File: src/rtl/light_schedule_ctrl_pkg.sv
// Shared definitions for the lighting schedule controller: FSM encodings,
// minute-of-day width and the hours/minutes to minute-of-day conversion.
package light_schedule_ctrl_pkg;

    typedef enum logic [1:0] {
        LS_OFF      = 2'b00,
        LS_FADE_IN  = 2'b01,
        LS_ON       = 2'b10,
        LS_FADE_OUT = 2'b11
    } ls_state_t;

    localparam int MOD_W           = 11;
    localparam int MINUTES_PER_DAY = 1440;

    localparam logic [5:0]  MAX_HOUR   = 6'd23;
    localparam logic [5:0]  MAX_MINUTE = 6'd59;
    // Out-of-range pattern held in the time synchronisers after reset so the
    // all-zero reset contents are never mistaken for a real 00:00 sample.
    localparam logic [11:0] TIME_SENTINEL = 12'hFFF;

    function automatic logic [MOD_W-1:0] to_mod(input logic [5:0] hours,
                                                input logic [5:0] minutes);
        logic [MOD_W-1:0] t;
        t = MOD_W'(hours) * MOD_W'(60) + MOD_W'(minutes);
        return (t >= MOD_W'(MINUTES_PER_DAY)) ? t - MOD_W'(MINUTES_PER_DAY) : t;
    endfunction

endpackage

File: src/rtl/light_schedule_ctrl_pwm_gen.sv
// PWM generator: free-running counter compared against the brightness level,
// with the top level forced fully on so the LEDs never flicker at max.
module pwm_gen #(
    parameter int PWM_BITS = 8,
    parameter int N_LEDS   = 16
) (
    input  logic                i_clk,
    input  logic                i_rst_n,
    input  logic [PWM_BITS-1:0] i_level,
    output logic [N_LEDS-1:0]   o_leds
);

    localparam logic [PWM_BITS-1:0] MAX_LVL = '1;

    logic [PWM_BITS-1:0] r_cnt;
    logic [N_LEDS-1:0]   r_leds;
    logic                w_on;

    assign w_on = (i_level == MAX_LVL) || (r_cnt < i_level);

    always_ff @(posedge i_clk or negedge i_rst_n) begin
        if (!i_rst_n) begin
            r_cnt  <= '0;
            r_leds <= '0;
        end else begin
            r_cnt  <= r_cnt + 1'b1;
            r_leds <= {N_LEDS{w_on}};
        end
    end

    assign o_leds = r_leds;

endmodule

File: src/rtl/light_schedule_ctrl.sv
// Lighting schedule controller: resynchronises RTC time, decides the ON window,
// and fades LED brightness in/out with a manual override on top of the schedule.
module light_schedule_ctrl
    import light_schedule_ctrl_pkg::*;
#(
    parameter int N_LEDS        = 16,
    parameter int PWM_BITS      = 8,
    parameter int FADE_STEP_CYC = 390625,
    parameter int ON_HOUR       = 18,
    parameter int ON_MIN        = 0,
    parameter int OFF_HOUR      = 6,
    parameter int OFF_MIN       = 0
) (
    input  logic                i_clk,
    input  logic                i_rst_n,
    input  logic [5:0]          i_hours,
    input  logic [5:0]          i_minutes,
    input  logic                i_override,
    input  logic                i_manual_on,
    output logic [N_LEDS-1:0]   o_leds,
    output logic [PWM_BITS-1:0] o_brightness,
    output logic [1:0]          o_state,
    output logic                o_manual,
    output logic                o_in_window
);

    localparam logic [PWM_BITS-1:0] MAX_LVL   = '1;
    localparam int                  PRESC_W   = (FADE_STEP_CYC > 1) ? $clog2(FADE_STEP_CYC) : 1;
    localparam logic [PRESC_W-1:0]  PRESC_MAX = PRESC_W'(FADE_STEP_CYC - 1);
    localparam logic [MOD_W-1:0]    ON_T      = to_mod(6'(ON_HOUR), 6'(ON_MIN));
    localparam logic [MOD_W-1:0]    OFF_T     = to_mod(6'(OFF_HOUR), 6'(OFF_MIN));

    logic [11:0]         r_sync1, r_sync2, r_cmp;
    logic [MOD_W-1:0]    r_accT;
    logic                r_timeValid;
    logic                r_inWindow;
    logic                r_manual;
    ls_state_t           r_state, w_stateNext;
    logic [PRESC_W-1:0]  r_presc;
    logic [PWM_BITS-1:0] r_bright;

    logic                w_sampleOk, w_accept, w_inWin, w_target;
    logic                w_stepTick, w_inc, w_dec;
    logic [MOD_W-1:0]    w_curT;

    // A sample is only trusted once two consecutive synchronised copies agree.
    always_ff @(posedge i_clk or negedge i_rst_n) begin
        if (!i_rst_n) begin
            r_sync1 <= TIME_SENTINEL;
            r_sync2 <= TIME_SENTINEL;
            r_cmp   <= TIME_SENTINEL;
        end else begin
            r_sync1 <= {i_hours, i_minutes};
            r_sync2 <= r_sync1;
            r_cmp   <= r_sync2;
        end
    end

    assign w_sampleOk = (r_sync2[11:6] <= MAX_HOUR) && (r_sync2[5:0] <= MAX_MINUTE);
    assign w_accept   = w_sampleOk && (r_sync2 == r_cmp);
    assign w_curT     = w_accept ? to_mod(r_sync2[11:6], r_sync2[5:0]) : r_accT;

    always_comb begin
        w_inWin = 1'b0;
        if (ON_T < OFF_T)
            w_inWin = (w_curT >= ON_T) && (w_curT < OFF_T);
        else if (ON_T > OFF_T)
            w_inWin = (w_curT >= ON_T) || (w_curT < OFF_T);
    end

    // The window stays closed until the first real sample has been accepted.
    always_ff @(posedge i_clk or negedge i_rst_n) begin
        if (!i_rst_n) begin
            r_accT      <= '0;
            r_timeValid <= 1'b0;
            r_inWindow  <= 1'b0;
            r_manual    <= 1'b0;
        end else begin
            r_accT      <= w_curT;
            r_timeValid <= r_timeValid | w_accept;
            r_inWindow  <= (r_timeValid | w_accept) & w_inWin;
            if (i_override)
                r_manual <= ~r_manual;
        end
    end

    assign w_target = r_manual ? i_manual_on : r_inWindow;

    always_ff @(posedge i_clk or negedge i_rst_n) begin
        if (!i_rst_n)
            r_state <= LS_OFF;
        else
            r_state <= w_stateNext;
    end

    always_comb begin
        w_stateNext = r_state;
        case (r_state)
            LS_OFF:      if (w_target) w_stateNext = LS_FADE_IN;
            LS_FADE_IN:  if (!w_target) w_stateNext = LS_FADE_OUT;
                         else if (r_bright == MAX_LVL) w_stateNext = LS_ON;
            LS_ON:       if (!w_target) w_stateNext = LS_FADE_OUT;
            LS_FADE_OUT: if (w_target) w_stateNext = LS_FADE_IN;
                         else if (r_bright == '0) w_stateNext = LS_OFF;
            default:     w_stateNext = LS_OFF;
        endcase
    end

    // Steps are suppressed on the cycle the state changes, so a reversal
    // resumes from the current level without a jump.
    always_comb begin
        w_stepTick = (r_presc == PRESC_MAX);
        w_inc      = (r_state == LS_FADE_IN) && (w_stateNext == r_state)
                     && w_stepTick && (r_bright != MAX_LVL);
        w_dec      = (r_state == LS_FADE_OUT) && (w_stateNext == r_state)
                     && w_stepTick && (r_bright != '0);
        o_state    = r_state;
    end

    always_ff @(posedge i_clk or negedge i_rst_n) begin
        if (!i_rst_n) begin
            r_presc  <= '0;
            r_bright <= '0;
        end else begin
            if ((w_stateNext != r_state) || w_stepTick
                || (r_state == LS_OFF) || (r_state == LS_ON))
                r_presc <= '0;
            else
                r_presc <= r_presc + 1'b1;

            if (w_inc)
                r_bright <= r_bright + 1'b1;
            else if (w_dec)
                r_bright <= r_bright - 1'b1;
        end
    end

    pwm_gen #(
        .PWM_BITS (PWM_BITS),
        .N_LEDS   (N_LEDS)
    ) u_pwm (
        .i_clk   (i_clk),
        .i_rst_n (i_rst_n),
        .i_level (r_bright),
        .o_leds  (o_leds)
    );

    assign o_brightness = r_bright;
    assign o_manual     = r_manual;
    assign o_in_window  = r_inWindow;

endmodule

File: config.mk
export PLATFORM = sky130hd
export DESIGN_NAME = light_schedule_ctrl
export DESIGN_NICKNAME = d
export VERILOG_FILES = /design/src/rtl/light_schedule_ctrl_pkg.sv /design/src/rtl/light_schedule_ctrl_pwm_gen.sv /design/src/rtl/light_schedule_ctrl.sv
export SDC_FILE = /design/constraint.sdc
export NUM_CORES = 1
export LEC_CHECK = 0
export BUFFER_PORTS_ARGS = -buffer_cell sky130_fd_sc_hd__clkbuf_2
export CORE_ASPECT_RATIO = 1.25
export CORE_MARGIN = 2
export CORE_UTILIZATION = 60
export CTS_BUF_LIST = sky130_fd_sc_hd__clkbuf_4
export CTS_CLUSTER_DIAMETER = 30
export DETAILED_ROUTE_END_ITERATION = 7
export MAX_ROUTING_LAYER = met4
export PLACE_DENSITY = 0.8
export SETUP_SLACK_MARGIN = 0.4
export SYNTH_ARGS = -nofsm -noshare
export SYNTH_HDL_FRONTEND = slang
export SYNTH_HIERARCHICAL = 1
export SYNTH_SLANG_ARGS = --single-unit
File: constraint.sdc
create_clock -name i_clk -period 6.3 [get_ports i_clk]
set_input_delay 0.945 -clock i_clk [delete_from_list [all_inputs] [get_ports i_clk]]
set_output_delay 0.945 -clock i_clk [all_outputs]
set_load 0.03 [all_outputs]
# --- Word-level counts from Yosys, hierarchy flattened ---
# Cells that the tools add are included.
totals:
  regBits: 88
  latch_bits: 0
  ram_bits: 0
  mem_bits_ro: 0
  inputBits: 16
  output_inout_bits: 28
  word_cells: 67
  n_memories: 0
op_classes:
  n_addsub: 6
  n_mul: 1
  div: 0
  order_cmp: 6
  n_eq_ne: 9
  n_shift: 0
  mux: 13
  bitwise_logic: 3
  reduce_logical: 17
ops:
  columns: ["cell", "count"]
  rows:
  - ["$ge A11 B11 Y1 const B", 2]
  - ["$mux W11", 2]
  - ["$add A19 B1 Y19 const B", 1]
  - ["$eq A19 B19 Y1 const B", 1]
  - ["$mux W19", 1]
  - ["$add A8 B1 Y8 const B", 2]
  - ["$mux W8", 2]
  - ["$eq A12 B12 Y1", 1]
  - ["$mux W2", 6]
  - ["$add A11 B6 Y11", 1]
  - ["$lt A11 B9 Y1 const B", 1]
  - ["$sub A11 B11 Y11 const B", 1]
  - ["$mul A6 B4 Y9 const B", 1]
  - ["$eq A8 B8 Y1 const B", 1]
  - ["$logic_and A1 B1 Y1", 8]
  - ["$logic_not A8 Y1", 1]
  - ["$lt A8 B8 Y1", 1]
  - ["$ne A8 B8 Y1 const B", 1]
  - ["$pmux W2 S4", 1]
  - ["$reduce_bool A8 Y1", 1]
  - ["$sub A8 B1 Y8 const B", 1]
  - ["$le A6 B5 Y1 const B", 1]
  - ["$le A6 B6 Y1 const B", 1]
  - ["$logic_or A1 B1 Y1", 5]
  - ["other kinds (10)", 11]

# --- Logic depth before layout (Yosys ltp) ---
# Gate-level depths: netlist of run 1.
logic_depth:
  word_depth: 10
  depth_mapped: 18

# --- Hierarchy ---
# Netlist of run 1, hierarchy kept.
modules_own_cells:
  columns: ["mod", "instances", "cells_per_inst", "area_each_um2", "seq_area_each_um2"]
  rows:
  - ["light_schedule_ctrl", 1, 394, 4291.6, 1946.9]
  - ["pwm_gen", 1, 66, 644.4, 225.2]

# --- Worst setup path after synthesis of run 1 ---
# No wires, ideal clock.
synth_timing:
  path_kind: "register to register"
  from: "register r_sync2[8]"
  to: "register r_inWindow, in the netlist o_in_window"
  setup_ps: 120
  arrival_time_ps: 4516
  slack_ps: 1663
  stages_incl_launch_ff: 19
  cell_sequence: "dfstp_2 fa_1 inv_1 fa_1 inv_1 fa_1 ha_1 or2_0 o22a_1 xnor2_1 ha_1 inv_1 a41o_1 o211ai_2 o21a_4 o311ai_0 a2111oi_0 nand4bb_1 o211a_1"
synth_via:
  elab_chain_len: 8
  word_cells_on_any_way: 15
synth_lines:
  columns: ["element", "line", "source"]
  rows:
  - ["from (decl)", "light_schedule_ctrl.sv:33", "logic [11:0] r_sync1, r_sync2, r_cmp;"]
  - ["from (signal assigned)", "light_schedule_ctrl.sv:54", "r_sync2 <= r_sync1;"]
  - ["$mul A6 B4 Y9", "light_schedule_ctrl_pkg.sv:24", "t = MOD_W'(hours) * MOD_W'(60) + MOD_W'(minutes);"]
  - ["$add A11 B6 Y11", "light_schedule_ctrl_pkg.sv:24", null]
  - ["$sub A11 B11 Y11 / $ge A11 B11 Y1 (equally long branches)", "light_schedule_ctrl_pkg.sv:25", "return (t >= MOD_W'(MINUTES_PER_DAY)) ? t - MOD_W'(MINUTES_PER_DAY) : t;"]
  - ["$mux W11", "light_schedule_ctrl_pkg.sv:25", null]
  - ["$mux W11 (*)", "light_schedule_ctrl.sv:61", "assign w_curT = w_accept ? to_mod(r_sync2[11:6], r_sync2[5:0]) : r_accT;"]
  - ["via w_curT[6]", "light_schedule_ctrl.sv:44", "logic [MOD_W-1:0] w_curT;"]
  - ["$ge A11 B11 Y1 / $lt A11 B9 Y1 (equally long branches)", "light_schedule_ctrl.sv:68", "w_inWin = (w_curT >= ON_T) || (w_curT < OFF_T);"]
  - ["$logic_or A1 B1 Y1 (*)", "light_schedule_ctrl.sv:68", null]
  - ["$and A1 B1 Y1 (*)", "light_schedule_ctrl.sv:81", "r_inWindow <= (r_timeValid | w_accept) & w_inWin;"]
  - ["to (signal assigned)", "light_schedule_ctrl.sv:81", null]
  - ["to (decl)", "light_schedule_ctrl.sv:36", "logic r_inWindow;"]
# Mark *: on every way through the listed nets, which the timed path passes. The rest lies on a longest branch.
# A chain may end at the register's enable or synchronous reset.

# --- Final worst setup path of run 1 ---
# Ends and elaborated chain as after synthesis.

==> results.cfg, run 1 <==
[outcome]
status = finished, final reports clean

[min_path]
hp-class = register to register

[power_and_ir_drop]
p_int_uw = 875
swShare_pct = 38.4
p_clk_share_pct = 20.1
powerDensity_mw_per_mm2 = 271
power_frac_comb_pct = 36.3
power.total_uw = 1420
p_sw_uw = 545
seqPwrFrac_pct = 43.6
p_leak_uw = 0.00235
ir_drop_v = 0.000243

[setup_path]
crit_chain = fa_1 -> inv_1 -> fa_1 -> inv_1 -> fa_1 -> ha_1 -> or2_0 -> o22a_1 -> xnor2_1 -> ha_1 -> inv_1 -> a41o_1 -> o211ai_2 -> o21a_4 -> o311ai_0 -> a2111oi_0 -> nand4bb_1 -> o211a_1
path_class = register to register
crit_family = adder cells
critPathCaptureType = register
arrival_ns = 5.55
crit_fanout = 7
slowest_delay_ns = 0.66
crit_buf_inv = 3
cp_data_required_time_ns = 6.64
startpoint_type = register
crit_slowest_cell = dfstp_2

[place]
portBuffers = 43
gp_congestion = 0.962
place_hpwl_um = 6590
place_ws_ns = 1.11

[clocking]
cts_setup_buffers = 0
cts_buffer_depth = 2
worstSkewPairLatency_ns = 0.43
htreeDepth = 3
clock-sinks = 85
cts_resized = 0
cts_inserted_buffers = 9
cts_root_buf = clkbuf_4
cts_tree = built
clk_pin_slew_ns = 0.14
hold_buffers = 0

[floorplan]
num_rows = 37
die_y_um = 105
die_area_mm2 = 0.00897
initial_core_util_pct = 60.9
fp.dieW_um = 85.1
core_area_mm2 = 0.00810
ioPinCount = 44

[synth]
ys_seq_area_share_pct = 44.0
syn-num-nets = 522
ys_ff_latch = 85
netlist_instances = 460
synthesis.area_mm2 = 0.00494
ys_types = 69
synth_flop_cell = dfrtp_1
synth_edf_count = 0
syn_avg_cell_area_um2 = 10.7
postSynth.asyncResetShare_pct = 100
synth_warnings = 6

[global_route]
antenna_found_initial = 1
grt_max_degree = 86
grt_pass1_vias = 3431
grt_overflow_total = 0
grt_pass1_wl_um = 15500
grt_usage_pct = 22.0

[timing]
min_period_ns = 5.21
setup_viol = 0
max_slew_margin_pct = 33.1
final.period_utilization_pct = 82.6
fin_skew_ns = 0.00914
drv_slew = 0
setup_slack_ns = 1.09
hold_viol_final = 0
rsz0062_at_grt = no
worst_pin_slew_ns = 1.00
tns_ns = 0
fmax_mhz = 192
holdWs_ns = 0.360

[final_layout]
fin_nets = 553
drive_gt1_share_pct = 23.4
final_core_util_pct = 64.6
area_growth_pct = 6.11

[detailed_routing]
wire_per_inst_um = 14.8
postRouteAntennaNets = 0
drcViolationCount = 0
wirelength_um = 8780
viasPerCell = 5.69
drtPass1Iterations = 4
via_count = 3378
dr.first_iter.drc_count = 147

[job]
maxCapViolations = 0
## cell type report
type / count / area, um^2
diodes: 1 / 2.50
inverters: 34 / 128
repair buffers: 43 / 218
flip-flops and latches: 85 / 2170
multi-input cells: 318 / 2470
well taps: 97 / 121
clock buffers: 9 / 67.6
fillers: 590 / 2860
clock inverters: 7 / 58.8
## logic make-up (layout without fill, tap and decap cells)
kind of cell / count (synthesis) / after routing / share of synthesized area (%)
adder cells (fa/ha/maj): 46 / 46 / 13.3
flip-flops: 85 / 85 / 44.0
buffers and inverters: 57 / 93 / 5.96
multiplexers: 7 / 7 / 1.55
AND/OR/NAND/NOR: 137 / 137 / 14.6
other: 0 / 1 / 0
AO/OA/AOI/OAI: 75 / 75 / 11.2
XOR/XNOR: 53 / 53 / 9.40
## cells in the final DEF, fill, tap and decap left out, drive strengths merged, types with 3 or more instances in the layout
cell,Yosys,routed
clkbuf,4,51
dfrtp,49,49
inv,34,37
dfstp,36,36
nor2,36,36
ha,35,35
xnor2,27,27
xor2,26,26
nand3,21,21
nand2,19,19
o21ai,16,16
a21oi,13,13
fa,11,11
nor3,9,9
nand4,8,8
nor4,7,7
and3,6,6
and2,5,5
o21bai,5,5
mux2,5,5
or3,5,5
o211ai,5,5
or2,5,5
o21a,4,4
a21o,3,3
a31oi,3,3
nor3b,3,3
nor2b,3,3
o31a,3,3
a211oi,3,3
clkinv,0,3
## metal layers
layer | track usage [%] | wire length [um] | vias up
met2 | 36.3 | 4620 | 50
met3 | 3.21 | 203 | 29
met5 | - | 0 | -
met1 | 26.1 | 3630 | 1652
met4 | 11.7 | 325 | 0
li1 | - | - | 1647
## state kept, by name, summed over array words and instances (netlist names)
name          count
r_accT            8
u_pwm/r_cnt       8
u_pwm/o_leds      1
r_sync2          12
o_brightness      8
r_timeValid       1
r_cmp            12
o_in_window       1
o_state           2
o_manual          1
r_sync1          12
r_presc          19
## Yosys cell counts (all sizes together) (6+ instances only)
master  instances  share of area, %
fa             11               4.5
ha             35               8.9
nand4           8               1.0
buf            19               3.1
o21ai          16               1.6
nor2           36               2.8
xor2           26               4.6
nand3          21               2.1
xnor2          27               4.8
nor4            7               1.0
nand2          19               1.4
dfrtp          49                25
nor3            9              0.91
a21oi          13               1.4
dfstp          36                19
and3            6              0.79
inv            34               2.6
## worst paths after layout
check / cells after the start / endpoint / from / slack, ns
min: 0 / r_sync2[1] / r_sync1[1] / 0.36
max: 18 / o_in_window / r_sync2[8] / 1.09
max in group asynchronous: 1 / r_presc[13] / i_rst_n / 5.00
max reg2reg: 18 / o_in_window / r_sync2[8] / 1.09
min in group asynchronous: 1 / r_accT[8] / i_rst_n / 0.65
min reg2reg: 0 / r_sync2[1] / r_sync1[1] / 0.36
## power by group through the flow
stage | sequential [uW] | combinational (uW) | clock, uW
finish | 619 | 516 | 285
global route | 625 | 570 | 320
CTS | 619 | 515 | 294
detailed placement | 629 | 510 | 0
global placement | 627 | 496 | 0
floorplan | 631 | 399 | 0
## through the flow
step / std cells / cell area [um^2]
floorplan: 460 / 4940
global placement: 577 / 5110
detailed placement: 577 / 5110
CTS: 593 / 5240
global route: 594 / 5240
finish: 594 / 5240
Power figures use the tool's default switching activity.
==> inputs of run 2 (changes only) <==
--- a/config.mk
+++ b/config.mk
@@ -8,12 +8,12 @@
 export BUFFER_PORTS_ARGS = -buffer_cell sky130_fd_sc_hd__clkbuf_2
 export CORE_ASPECT_RATIO = 1.25
 export CORE_MARGIN = 2
-export CORE_UTILIZATION = 60
+export CORE_UTILIZATION = 56
 export CTS_BUF_LIST = sky130_fd_sc_hd__clkbuf_4
 export CTS_CLUSTER_DIAMETER = 30
 export DETAILED_ROUTE_END_ITERATION = 7
 export MAX_ROUTING_LAYER = met4
-export PLACE_DENSITY = 0.8
+export PLACE_DENSITY = 0.79
 export SETUP_SLACK_MARGIN = 0.4
 export SYNTH_ARGS = -nofsm -noshare
 export SYNTH_HDL_FRONTEND = slang
==> constraint.sdc (replaced) <==
create_clock -name i_clk -period 4.45 [get_ports i_clk]
set_input_delay 0.6675 -clock i_clk [delete_from_list [all_inputs] [get_ports i_clk]]
set_output_delay 0.6675 -clock i_clk [all_outputs]
set_load 0.03 [all_outputs]
==> results.cfg, run 2 (synthesis gave the netlist of run 1 again) <==
[detailed_routing]
wl_met2_um = 4790
via_count = 3436
wire_per_inst_um = 13.9
wl_met1_um = 3730
postRouteAntennaNets = 0
viasPerCell = 5.34
wirelength_um = 8980
route.met3.wl_um = 200
dr.first_iter.drc_count = 75
drtPass1Iterations = 4
top_layer = met4
drcViolationCount = 0

[timing]
fin_skew_ns = 0.0139
worst_pin_slew_ns = 1.01
hold_viol_final = 0
holdWs_ns = 0.303
drv_slew = 0
rsz0062_at_grt = yes
min_period_ns = 4.56
final.period_utilization_pct = 102
setup_viol = 1
setup_slack_ns = -0.108
max_slew_margin_pct = 32.7
fmax_mhz = 219

[final_layout]
register_area_mm2 = 0.00217
fillCellCount = 685
fin_nets = 581
layout_common_cells = 49 x dfrtp_1, 42 x clkbuf_2, 36 x dfstp_2, 35 x nor2_1, 33 x ha_1
layout_commonest_cell = dfrtp_1
largest-register = r_presc
drive_gt1_share_pct = 28.6
area_growth_pct = 11.6
instances_no_fill = 644
multiInputGateArea_mm2 = 0.00251
largest_reg_flops = 19
diodes = 0

[setup_path]
r2r_start = r_sync2[6]
rrSetupSlack_ns = -0.11
cp_data_required_time_ns = 4.82
critPathCaptureType = register
crit_fanout = 7
ff2ff_path_depth = 18
worstSetupStartpoint = r_sync2[6]
regToRegEndpoint = o_in_window
startpoint_type = register
arrival_ns = 4.93
path_class = register to register

[clocking]
clk_pin_slew_ns = 0.14
worstSkewPairLatency_ns = 0.43
cts_tree = built
cts_inserted_buffers = 9
htreeDepth = 3
cts_buffer_depth = 2
hold_buffers = 0
cts_root_buf = clkbuf_4
clock-sinks = 85

[global_route]
grt_overflow_total = 0
grt_pass1_wl_um = 15700
grt_pass1_vias = 3478
grt_usage_pct = 21.7
grt_max_degree = 86
antenna_found_initial = 0

[outcome]
violations = setup timing
status = complete, but fails checks

[place]
gp_congestion = 0.802
portBuffers = 43
place_hpwl_um = 6810
dp_cells = 624

[floorplan]
die_area_mm2 = 0.00959
initial_core_util_pct = 57.4
ioPinCount = 44
fp.dieW_um = 88.0
num_rows = 38
die_y_um = 109
core_area_mm2 = 0.00861

[min_path]
min_path_cells = 1
hp-class = input pin to register
holdPathEnd = r_sync1[10]
hold_start = i_hours[4]

[job]
maxCapViolations = 0

[power_and_ir_drop]
ir_drop_v = 0.000340
p_leak_uw = 0.00249
powerDensity_mw_per_mm2 = 392
## run 2: cell types whose count changed in the layout (fill, tap and decap cells not counted), sizes merged
cell / delta
diode: -1
clkinv: -1
inv: +1
buf: +28
## run 2: per-stage QoR
stage	setup WS, ns	setup TNS (ns)	total power, uW	cell area [um^2]	utilization [%]
after global routing	-0.347	-0.439	2300	5510	64.0
after global placement	-0.0805	-0.0805	1700	5340	62.0
after floorplan	-0.0667	-0.0667	1470	4960	-
final	-0.108	-0.108	2160	5510	64.0
after CTS	-0.116	-0.116	2170	5500	63.9
after detailed placement	-0.238	-0.238	1730	5340	62.0
## run 2: power by group
| part | switching [uW] | internal [uW] |
|---|---|---|
| clock network | 274 | 124 |
| registers | 49.3 | 826 |
| logic | 487 | 399 |
## run 2: how the worst max path moves through the flow
stage | slack, ns | endpoint | depth (start not counted)
detailed placement | -0.24 | o_in_window | 18
finish | -0.11 | o_in_window | 18
floorplan | -0.07 | o_in_window | 16
global placement | -0.08 | o_in_window | 18
CTS | -0.12 | o_in_window | 16
global route | -0.35 | o_in_window | 16
## run 2: critical path: stages, from the launching register on
cell and delay [ns]:
dfstp_2 0.57, fa_1 0.43, inv_1 0.08, fa_1 0.42, inv_2 0.08, fa_1 0.43
ha_2 0.19, or2_0 0.21, o22a_1 0.22, xnor2_2 0.21, ha_2 0.22, inv_2 0.03
a41o_1 0.21, o211ai_2 0.18, o21a_4 0.19, xnor2_1 0.10, mux2_4 0.28, a311oi_1 0.29
o211a_1 0.19
## run 2: area by class of cell
| class | count | area share [%] |
|---|---|---|
| inverter | 34 | 2.32 |
| clock buffer | 9 | 1.23 |
| sequential | 85 | 39.4 |
| tap | 120 | 2.73 |
| clock inverter | 7 | 1.04 |
| multi-input combinational | 318 | 45.5 |
| timing repair buffer | 71 | 7.77 |
## run 2: repair_timing
item	in CTS	in global routing
pin swaps	2	2
gates cloned	0	0
buffers inserted	3	1
gates resized for setup	6	0
setup endpoints to repair	7	7
## run 2: routing by layer
layer,track usage (%),up-vias
li1,-,1699
met1,25.0,1659
met2,37.4,57
met3,3.33,21
met4,9.12,0
met5,-,-
==> inputs of run 3 (changes only) <==
--- a/config.mk
+++ b/config.mk
@@ -6,7 +6,7 @@
 export NUM_CORES = 1
 export LEC_CHECK = 0
 export BUFFER_PORTS_ARGS = -buffer_cell sky130_fd_sc_hd__clkbuf_2
-export CORE_ASPECT_RATIO = 1.25
+export CORE_ASPECT_RATIO = 0.9
 export CORE_MARGIN = 2
 export CORE_UTILIZATION = 56
 export CTS_BUF_LIST = sky130_fd_sc_hd__clkbuf_4
==> results.cfg, run 3 (synthesis gave the netlist of run 1 again) <==
[global_route]
grt_usage_pct = 21.3
grt_pass1_vias = 3413
antenna_found_initial = 0
grt_overflow_total = 0
grt_max_degree = 86
grt_pass1_wl_um = 15700

[final_layout]
fin_nets = 580
fillCellCount = 658
diodes = 0
largest-register = r_presc
layout_common_cells = 49 x dfrtp_1, 42 x clkbuf_2, 36 x dfstp_2, 35 x nor2_1, 33 x ha_1
layout_commonest_cell = dfrtp_1
drive_gt1_share_pct = 29.3
instances_no_fill = 642
largest_reg_flops = 19
area_growth_pct = 12.6

[power_and_ir_drop]
swShare_pct = 38.1
p_leak_uw = 0.00251
p_clk_share_pct = 20.1
ir_drop_v = 0.000246
power.total_uw = 2250
powerDensity_mw_per_mm2 = 405
seqPwrFrac_pct = 38.8
power_frac_comb_pct = 41.1
p_sw_uw = 858
p_int_uw = 1390

[setup_path]
ff2ff_path_depth = 18
critPathCaptureType = register
startpoint_type = register
crit_fanout = 6
rrSetupSlack_ns = -0.19
regToRegEndpoint = o_in_window
r2r_start = r_sync2[8]
cp_data_required_time_ns = 4.77
path_class = register to register
arrival_ns = 4.97

[clocking]
htreeDepth = 3
clk_pin_slew_ns = 0.16
cts_tree = built
clock-sinks = 85
cts_buffer_depth = 2
worstSkewPairLatency_ns = 0.43
cts_root_buf = clkbuf_4
cts_inserted_buffers = 9

[place]
dp_cells = 622
gp_congestion = 0.855
place_hpwl_um = 6750
portBuffers = 43

[floorplan]
num_rows = 32
ioPinCount = 44
die_y_um = 93.1
fp.dieW_um = 103
core_area_mm2 = 0.00857
die_area_mm2 = 0.00958
initial_core_util_pct = 57.6

[timing]
hold_viol_final = 0
worst_pin_slew_ns = 0.999
setup_slack_ns = -0.194
final.period_utilization_pct = 104
fmax_mhz = 215
min_period_ns = 4.64
drv_slew = 0
setup_viol = 1
rsz0062_at_grt = yes
max_slew_margin_pct = 33.4
fin_skew_ns = 0.0192

[min_path]
hp-class = input pin to register
hold_start = i_minutes[0]
min_path_cells = 1
holdPathEnd = r_sync1[0]

[detailed_routing]
drcViolationCount = 0
wire_per_inst_um = 14.2
dr.first_iter.drc_count = 156
postRouteAntennaNets = 0
viasPerCell = 5.46
drtPass1Iterations = 4
via_count = 3505
wirelength_um = 9130

[job]
maxCapViolations = 0

[outcome]
status = complete, but fails checks
violations = setup timing
-- run 3: cell type report --
cell class                      count  area, um^2  share of cell area, %
Sequential cell                    85        2170                   39.1
Clock buffer                        9        67.6                   1.22
Multi-Input combinational cell    318        2520                   45.4
Tap cell                          119         149                   2.68
Inverter                           34         128                   2.30
Clock inverter                      7        83.8                   1.51
Timing Repair Buffer               70         437                   7.85
-- run 3: worst max-delay path by stage --
stage               start           to  slack, ns  cells past startpoint
3_5_place_dp   r_sync2[7]  o_in_window      -0.20                     18
5_1_grt        r_sync2[6]  o_in_window      -0.38                     18
3_3_place_gp   r_sync2[7]  o_in_window      -0.02                     18
6_report       r_sync2[8]  o_in_window      -0.19                     18
2_1_floorplan  r_sync2[8]  o_in_window      -0.07                     16
4_1_cts        r_sync2[7]  o_in_window      -0.19                     18
-- run 3: repair_timing --
action                                  CTS  global route
cloned                                    0             0
pin swaps                                 2             7
hold buffers                              0             0
resized for setup                         6             5
hold endpoints to repair                  0             0
setup buffers                             3             1
endpoints found under the setup margin    7             7
-- run 3: power by group through the flow --
stage / combinational, uW / clock, uW / sequential (uW)
detailed placement: 825 / 0 / 886
floorplan: 580 / 0 / 893
finish: 924 / 453 / 873
global placement: 807 / 0 / 881
CTS: 866 / 471 / 873
global route: 1020 / 496 / 881
-- run 3: worst max-delay path, stage by stage, from the launching register on --
cell and delay [ns]:
dfstp_2 0.41, fa_1 0.57, inv_2 0.05, fa_1 0.49, inv_2 0.04, fa_1 0.44, ha_2 0.19, or2_0 0.22
o22a_1 0.22, xnor2_2 0.17, ha_2 0.20, inv_2 0.05, a41o_1 0.12, o211ai_2 0.10, o21a_4 0.27, or3_4 0.39
a22o_1 0.22, o21bai_1 0.17, o211a_1 0.21
-- run 3: layer usage --
| metal | part of all wire, % | global-route usage (%) | vias to the layer above |
|---|---|---|---|
| li1 | - | - | 1714 |
| met1 | 47 | 29.6 | 1696 |
| met2 | 47 | 32.1 | 80 |
| met3 | 4.0 | 4.41 | 15 |
| met4 | 1.6 | 6.03 | 0 |
| met5 | 0 | - | - |
-- run 3: metrics by stage --
stage | hold slack (ns) | setup WS [ns] | instance area, um^2 | TNS, ns | util (%)
after detailed placement | 0.347 | -0.201 | 5330 | -0.201 | 62.2
after floorplan | 0.345 | -0.0667 | 4960 | -0.0667 | -
final | 0.290 | -0.194 | 5560 | -0.194 | 64.9
after CTS | 0.257 | -0.186 | 5510 | -0.186 | 64.4
after global placement | 0.345 | -0.0152 | 5330 | -0.0152 | 62.2
after global routing | 0.244 | -0.376 | 5560 | -0.427 | 64.9
